## config.mk

```make
export PLATFORM = sky130hd
export DESIGN_NAME = sync_fifo_flex
export DESIGN_NICKNAME = d
export VERILOG_FILES = /design/src/rtl/sync_fifo_pkg.sv /design/src/rtl/sync_fifo_ram.sv /design/src/rtl/sync_fifo_flex.sv
export SDC_FILE = /design/constraint.sdc
export NUM_CORES = 1
export LEC_CHECK = 0
export ABC_AREA = 0
export CAP_MARGIN = 20
export CORE_MARGIN = 2
export CORE_UTILIZATION = 49
export CTS_CLUSTER_SIZE = 30
export DETAILED_ROUTE_END_ITERATION = 8
export PLACE_DENSITY_LB_ADDON = 0.2
export SYNTH_ARGS = -nofsm -noshare
export SYNTH_HDL_FRONTEND = slang
export SYNTH_HIERARCHICAL = 1
export SYNTH_SLANG_ARGS = --single-unit
```

## constraint.sdc

```tcl
create_clock -name clk -period 2.9 [get_ports clk]
set_input_delay 0.435 -clock clk [delete_from_list [all_inputs] [get_ports clk]]
set_output_delay 0.435 -clock clk [all_outputs]
set_load 0.01 [all_outputs]
```

## src/rtl/sync_fifo_pkg.sv

```systemverilog
// Shared helpers for the sync_fifo_flex slice.
package sync_fifo_pkg;

  // Bits needed to represent values 0..value-1 (0 for value <= 1).
  function automatic int unsigned clog2(input int unsigned value);
    int unsigned v;
    int unsigned r;
    v = (value > 0) ? value - 1 : 0;
    r = 0;
    while (v > 0) begin
      r++;
      v = v >> 1;
    end
    return r;
  endfunction

endpackage

```

## src/rtl/sync_fifo_ram.sv

```systemverilog
// Simple dual-port storage: synchronous write, asynchronous read.
module sync_fifo_ram #(
  parameter int unsigned DATA_WIDTH = 8,
  parameter int unsigned DEPTH      = 16,
  parameter int unsigned AW         = 4
) (
  input  logic                  clk,
  input  logic                  we,
  input  logic [AW-1:0]         waddr,
  input  logic [DATA_WIDTH-1:0] wdata,
  input  logic [AW-1:0]         raddr,
  output logic [DATA_WIDTH-1:0] rdata
);

  logic [DATA_WIDTH-1:0] mem [DEPTH];

  // Store write data on an enabled write.
  always_ff @(posedge clk) begin
    if (we) mem[waddr] <= wdata;
  end

  assign rdata = mem[raddr];

endmodule

```

## src/rtl/sync_fifo_flex.sv

```systemverilog
// Single-clock FIFO, any depth >= 2, standard or first-word-fall-through read.
module sync_fifo_flex
  import sync_fifo_pkg::*;
#(
  parameter int unsigned DATA_WIDTH = 8,
  parameter int unsigned DEPTH      = 16,
  parameter int unsigned AF_THRESH  = DEPTH - 2,
  parameter int unsigned AE_THRESH  = 2,
  parameter int unsigned FWFT       = 0
) (
  input  logic                         clk,
  input  logic                         reset,
  input  logic [DATA_WIDTH-1:0]        din,
  input  logic                         wr_en,
  output logic                         full,
  output logic                         almost_full,
  output logic                         overflow,
  input  logic                         rd_en,
  output logic [DATA_WIDTH-1:0]        dout,
  output logic                         empty,
  output logic                         almost_empty,
  output logic                         underflow,
  output logic [clog2(DEPTH+1)-1:0]    count
);

  localparam int unsigned AW = clog2(DEPTH);
  localparam int unsigned CW = clog2(DEPTH + 1);
  localparam logic [AW-1:0] LAST = AW'(DEPTH - 1);

  logic [AW-1:0]         wr_ptr;
  logic [AW-1:0]         rd_ptr;
  logic                  valid;
  logic                  wr_acc;
  logic                  rd_acc;
  logic                  fetch;
  logic [DATA_WIDTH-1:0] rdata;

  function automatic logic [AW-1:0] bump(input logic [AW-1:0] p);
    return (p == LAST) ? '0 : p + AW'(1);
  endfunction

  sync_fifo_ram #(
    .DATA_WIDTH(DATA_WIDTH),
    .DEPTH     (DEPTH),
    .AW        (AW)
  ) u_ram (
    .clk  (clk),
    .we   (wr_acc),
    .waddr(wr_ptr),
    .wdata(din),
    .raddr(rd_ptr),
    .rdata(rdata)
  );

  // Status decode and access acceptance.
  // In FWFT mode rd_ptr points past the word held in dout, so a fetch
  // (preload or refill) is what moves it, not the consumer's read.
  always_comb begin
    full         = (count == CW'(DEPTH));
    almost_full  = (count >= CW'(AF_THRESH));
    almost_empty = (count <= CW'(AE_THRESH));
    empty        = (FWFT != 0) ? !valid : (count == '0);
    wr_acc       = wr_en && !full;
    rd_acc       = rd_en && !empty;
    if (FWFT != 0)
      fetch = (!valid && (count != '0)) || (rd_acc && (count >= CW'(2)));
    else
      fetch = rd_acc;
  end

  // Pointer registers.
  always_ff @(posedge clk) begin
    if (reset) begin
      wr_ptr <= '0;
      rd_ptr <= '0;
    end else begin
      if (wr_acc) wr_ptr <= bump(wr_ptr);
      if (fetch)  rd_ptr <= bump(rd_ptr);
    end
  end

  // Occupancy counter, head word included.
  always_ff @(posedge clk) begin
    if (reset) begin
      count <= '0;
    end else begin
      case ({wr_acc, rd_acc})
        2'b10:   count <= count + CW'(1);
        2'b01:   count <= count - CW'(1);
        default: count <= count;
      endcase
    end
  end

  // Output register and FWFT head-valid bit.
  always_ff @(posedge clk) begin
    if (reset) begin
      dout  <= '0;
      valid <= 1'b0;
    end else begin
      if (fetch) dout <= rdata;
      if (FWFT != 0) begin
        if (fetch)       valid <= 1'b1;
        else if (rd_acc) valid <= 1'b0;
      end
    end
  end

  // Registered error pulses for rejected accesses.
  always_ff @(posedge clk) begin
    if (reset) begin
      overflow  <= 1'b0;
      underflow <= 1'b0;
    end else begin
      overflow  <= wr_en && full;
      underflow <= rd_en && empty;
    end
  end

endmodule

```

==> results of run 1 <==
## logic make-up (layout without fill, tap and decap cells)
group,count (synthesis),count (layout)
AND/OR/NAND/NOR,84,84
XOR/XNOR,4,4
multiplexers,35,35
buffers and inverters,22,93
flip-flops,151,151
AO/OA/AOI/OAI,44,44
adder cells (fa/ha/maj),7,7
## registers in the layout, indices dropped and copies added (netlist names)
signal     cells
overflow       1
dout           8
wr_ptr         4
underflow      1
count          5
u_ram/mem    128
rd_ptr         4
## per-layer routing
metal / global-route usage / up-vias / routed length [µm]
met4: 0.0924 / 0 / 263
met5: 0 / - / 0
met2: 0.313 / 97 / 5860
met3: 0.0528 / 25 / 583
met1: 0.265 / 1694 / 5380
li1: - / 1514 / -
## critical path, delay by kind of cell, from the launching register on
| family | cells | cell delay, ns |
|---|---|---|
| adder cells (fa/ha/maj) | 2 | 0.61 |
| AO/OA/AOI/OAI | 4 | 0.63 |
| buffers and inverters | 1 | 0.05 |
| flip-flops | 1 | 0.31 |
| AND/OR/NAND/NOR | 2 | 1.06 |
## report_power, final
part	switching (W)	internal, W
combinational	0.000852	0.000840
sequential	0.0000819	0.00249
clock	0.000867	0.00145
## synth_stat cells (2+ instances only)
| cell | count | share of area |
|---|---|---|
| edfxtp_1 | 128 | 0.63 |
| nand2_1 | 32 | 0.020 |
| nor2_1 | 24 | 0.015 |
| dfxtp_1 | 23 | 0.076 |
| mux4_2 | 18 | 0.067 |
| a22oi_1 | 16 | 0.020 |
| mux4_1 | 14 | 0.060 |
| a21oi_1 | 12 | 0.0099 |
| nor3_1 | 7 | 0.0057 |
| ha_1 | 6 | 0.012 |
| a21oi_2 | 5 | 0.0072 |
| buf_6 | 5 | 0.0092 |
| clkbuf_1 | 5 | 0.0031 |
| buf_2 | 4 | 0.0033 |
| clkdlybuf4s25_2 | 3 | 0.0049 |
| inv_1 | 3 | 0.0018 |
| mux2i_1 | 3 | 0.0049 |
| nand3_1 | 3 | 0.0025 |
| xor2_1 | 3 | 0.0043 |
| a31oi_1 | 2 | 0.0021 |
| a41oi_1 | 2 | 0.0029 |
| nand2b_1 | 2 | 0.0021 |
| nand3b_1 | 2 | 0.0025 |
| nor4_1 | 2 | 0.0021 |
| nor4b_1 | 2 | 0.0029 |
| o211ai_1 | 2 | 0.0025 |
| or4_1 | 2 | 0.0025 |
## final timing paths
path	slack, ns	end	start	cells after the start
worst min register to register	0.46	dout[5]	dout[5]	2
worst max-delay path	0.17	count[4]	count[0]	9
worst max register to register	0.17	count[4]	count[0]	9
worst min-delay path	0.46	dout[5]	dout[5]	2
## metrics by stage
stage	instances	hold slack (ns)	worst slack, ns	area [µm²]
floorplan	347	0.481	0.0318	6100
global placement	554	0.444	0.158	6690
detailed placement	554	0.449	0.0923	6690
CTS	586	0.457	0.184	7320
global route	586	0.480	0.0407	7320
finish	586	0.455	0.166	7320
## area by class of cell
type	count	area, µm²	share of cell area
Tap cell	168	210	0.0287
Timing Repair Buffer	57	515	0.0705
Inverter	4	15.0	0.00205
Clock buffer	18	429	0.0587
Clock inverter	14	196	0.0269
Sequential cell	151	4310	0.589
Multi-Input combinational cell	174	1640	0.225
==> qor.yml, run 1 <==
grtUsageTotal: 0.200
hpwlAfterDp_mm: 7.33
fin_skew_ns: 0.00566
drive_gt1_frac: 0.196
crit_slowest_cell: "or4_1"
fp-row-count: 40
antenna_found_initial: 0
cts_tree: "built"
routed_wl_mm: 12.1
hp-class: "reg2reg"
fin_util: 0.607
tns_ns: 0
detail_route.wl_per_cell_um: 20.6
synth_edf_count: 128
synth-compound-area-share: 0.0519
via_per_inst: 5.68
synth_adder_area_share: 0.0156
drtPass1Iterations: 4
ys_types: 44
drv_slew: 0
crit_required_ns: 3.25
core-area_um2: 12100
drtIter0Drc: 343
portBuffers: 30
min_period_over_period: 0.943
die_area_um2: 13300
async_flop_share: 0
relSlewSlack: 0.521
layout_common_cells: "edfxtp_1 (128), nand2_1 (32), clkdlybuf4s50_1 (30)"
layout_commonest_cell: "edfxtp_1"
cts_resized: 0
path_cells: "or4_1, o21ai_4, inv_2, ha_1, ha_1, a21oi_1, a21oi_1, or4_1, a21oi_1"
tightest_slew_ns: 0.716
critPathMaxStageDelay_ns: 0.60
syn_to_final_growth_pct: 20.0
die_w_um: 116
synth-simple-area-share: 0.0647
ios: 31
path_clk_slew_ns: 0.06
cts_max_path_buffers: 2
crit_fanout: 5
chipHeight_um: 116
cp.arrival_ns: 3.08
vias: 3330
hold_viol: 0
ys_ff_latch: 151
ctsHoldBuffers: 0
fin_nets: 424
syn-num-nets: 366
cts_root_buf: "clkbuf_16"
gp_congestion: 0.770
cts_buffers: 17
tritoncts_num_sinks: 151
clock.fmax_mhz: 366
status: "complete, no violations"
grt_max_degree: 38
vdd_drop_max_v: 0.000436
synth_xor_xnor_area_share: 0.00575
clkLatencyLatePin_ns: 0.42
p_leak_nw: 2.44
power_density_nw_per_um2: 899
ys_seq_area_frac: 0.706
synth_top_family_by_area: "multiplexers"
grt_pass1_vias: 3292
cp-start-kind: "register"
period_needed_ns: 2.73
cts_setup_buffers: 0
rsz0062_at_grt: "no"
worst_setup_path_end_kind: "register"
fill_cells: 902
setup_violations: 0
drcViolationCount: 0
h-tree-depth: 4
route.antenna.remaining_nets: 0
overflow: 0
max-cap-violations: 0
avgSynthCellArea_um2: 17.6
grt_pass1_wl_mm: 18.8
p_total_w: 0.00658
synth-main-ff-cell: "edfxtp_1"
cp_common_cell: "a21oi_1"
syn-instance-count: 347
antenna_cells: 0
worstSetupPathType: "reg2reg"
muxShareOfSynthArea: 0.132
yosysWarnings: 6
initial_utilization: 0.505
syn_area_um2: 6100
(Power assumes the default switching activity.)
==> run 2, diff against run 1 <==
--- a/config.mk
+++ b/config.mk
@@ -10,4 +10,5 @@
 export CORE_MARGIN = 2
 export CORE_UTILIZATION = 49
+export CTS_CLUSTER_DIAMETER = 50
 export CTS_CLUSTER_SIZE = 30
 export DETAILED_ROUTE_END_ITERATION = 8
==> constraint.sdc (replaced) <==
create_clock -name clk -period 2.9 [get_ports clk]
set_input_delay 0.435 -clock clk [delete_from_list [all_inputs] [get_ports clk]]
set_output_delay 0.435 -clock clk [all_outputs]
set_load 0.05 [all_outputs]
==> qor.yml, run 2 (same netlist as run 1, synthesis figures left out) <==
status: "complete, no violations"  # unchanged
fin_cells: 579  # was 586
cts_tree: "built"  # unchanged
gp_congestion: 0.751  # was 0.770
drive_gt1_frac: 0.187  # was 0.196
p_total_w: 0.00646  # was 0.00658 W
crit_slowest_cell: "or4_1"  # unchanged
cp.arrival_ns: 3.07  # was 3.08 ns
core-area_um2: 12100  # unchanged
detail_route.wl_per_cell_um: 19.9  # was 20.6 µm
vias: 3207  # was 3,330
reg_top3: "u_ram/mem: 128 flops, dout: 8 flops, count: 5 flops"  # unchanged
portBuffers: 30  # unchanged
ff_latch_area_um2: 4320  # was 4310 µm²
grt_pass1_wl_mm: 18.1  # was 18.8 mm
swShare: 0.312  # was 0.274
h-tree-depth: 4  # unchanged
worst_setup_path_end_kind: "register"  # unchanged
rrSetupSlack_ns: 0.19  # was 0.17 ns
path_buf_inv: 1  # unchanged
p_seq_frac: 0.409  # was 0.391
period_needed_ns: 2.71  # was 2.73 ns
grt_pass1_vias: 3161  # was 3,292
hold_viol: 0  # unchanged
fp-row-count: 40  # unchanged
placed_cells: 551  # was 554
via_per_inst: 5.54  # was 5.68
cp-start-kind: "register"  # unchanged
place_area_um2: 6680  # was 6690 µm²
worstSetupPathType: "reg2reg"  # unchanged
drtIter0Drc: 270  # was 343
cts_root_buf: "clkbuf_16"  # unchanged
tightest_slew_ns: 0.717  # was 0.716 ns
syn_to_final_growth_pct: 17.7  # was 20.0%
path_cells: "or4_1, o21ai_4, inv_2, ha_1, fa_1, nand3_1, a21oi_1, or4_1, a21oi_1"  # was or4_1, o21ai_4, inv_2, ha_1, ha_1, a21oi_1, a21oi_1, or4_1, a21oi_1
relSlewSlack: 0.520  # was 0.521
chipHeight_um: 116  # unchanged
clkLatencyLatePin_ns: 0.42  # about the same
critPathMaxStageDelay_ns: 0.59  # was 0.60 ns
initial_utilization: 0.505  # unchanged
setup_violations: 0  # unchanged
p_leak_nw: 2.38  # was 2.44 nW
hp-class: "reg2reg"  # unchanged
drv_slew: 0  # unchanged
rsz0062_at_grt: "no"  # unchanged
top_register: "u_ram/mem"  # unchanged
fin_skew_ns: 0.0171  # was 0.00566 ns
crit_family: "simple AND/OR/NAND/NOR gates"  # unchanged
path_clk_slew_ns: 0.06  # about the same
crit_required_ns: 3.25  # about the same
drcViolationCount: 0  # unchanged
power_density_nw_per_um2: 901  # was 899 nW/µm²
fin_util: 0.595  # was 0.607
fill_cells: 924  # was 902
cts_buffers: 17  # unchanged
min_period_over_period: 0.936  # was 0.943
die_area_um2: 13300  # unchanged
antenna_found_initial: 0  # unchanged
tritoncts_num_sinks: 151  # unchanged
crit_fanout: 7  # was 5
path_depth: 9  # unchanged
grtUsageTotal: 0.193  # was 0.200
r2r-start: "count[0]"  # unchanged
layout_commonest_cell: "edfxtp_1"  # unchanged
die_w_um: 116  # unchanged
whs_path_depth: 2  # unchanged
clock.fmax_mhz: 368  # was 366 MHz
clkPwrFrac: 0.294  # was 0.352
p_int_w: 0.00445  # was 0.00478 W
r2r-end: "count[4]"  # unchanged
vdd_drop_max_v: 0.000341  # was 0.000436 V
max-cap-violations: 0  # unchanged
route.antenna.remaining_nets: 0  # unchanged
hpwlAfterDp_mm: 7.29  # was 7.33 mm
final_area_um2: 7170  # was 7320 µm²
ios: 31  # unchanged
routed_wl_mm: 11.5  # was 12.1 mm
fin_nets: 421  # was 424
overflow: 0  # unchanged
largest_register_ffs: 128  # unchanged
multiInputGateArea_um2: 1650  # was 1640 µm²
cp-startpoint: "count[0]"  # unchanged
layout_common_cells: "edfxtp_1 (128), nand2_1 (32), clkdlybuf4s50_1 (28)"  # was edfxtp_1 (128), nand2_1 (32), clkdlybuf4s50_1 (30)
crit_end: "count[4]"  # unchanged
drtPass1Iterations: 4  # unchanged
rr_worst_depth: 9  # unchanged
p_comb_frac: 0.297  # was 0.257
ctsHoldBuffers: 0  # unchanged
p_sw_w: 0.00201  # was 0.00180 W
grt_max_degree: 37  # was 38
antenna_cells: 0  # unchanged
tns_ns: 0  # unchanged
cts_max_path_buffers: 2  # unchanged
[run 2: layer usage]
layer,global-route usage,up-vias,share of wire,routed length (µm)
met5,0,-,0,0
met4,0.0675,0,0.0079,91
met3,0.0565,7,0.052,602
met2,0.299,90,0.49,5680
met1,0.263,1612,0.45,5150
li1,-,1498,-,-
[run 2: stage by stage]
stage	worst slack (ns)	hold slack [ns]
6_report	0.185	0.452
5_1_grt	0.00107	0.474
3_5_place_dp	0.126	0.448
3_3_place_gp	0.155	0.443
2_1_floorplan	-0.000576	0.514
4_1_cts	0.172	0.456
[run 2: worst min path at each step]
stage              start   endpoint  slack (ns)
2_1_floorplan  rd_ptr[0]  rd_ptr[0]        0.51
5_1_grt          dout[5]    dout[5]        0.47
3_3_place_gp     dout[0]    dout[0]        0.44
6_report         dout[5]    dout[5]        0.45
3_5_place_dp     dout[0]    dout[0]        0.45
4_1_cts          dout[0]    dout[0]        0.46
[run 2: what timing repair did]
item / CTS / global route
endpoints found under the setup margin: 2 / 0
gates resized for setup: 2 / 0
setup buffers: 0 / 0
[run 2: tightest hold or removal path, delay by kind of cell, from the launching register on]
kind,cells,cell delay (ns)
flops,1,0.30
compound gates,1,0.05
simple gates,1,0.05
[run 2: layout make-up]
cell class	instances	share of cell area
multi-input combinational	174	0.229
clock inverter	8	0.00855
clock buffer	20	0.0609
inverter	4	0.00209
sequential	151	0.602
tap	168	0.0293
timing repair buffer	54	0.0684
[run 2: power groups by stage]
stage	registers (W)	clock network (W)	logic [W]
after floorplan	0.00290	0	0.00121
after global placement	0.00269	0	0.00194
after detailed placement	0.00270	0	0.00195
after CTS	0.00265	0.00194	0.00194
after global routing	0.00267	0.00203	0.00208
final	0.00264	0.00190	0.00192
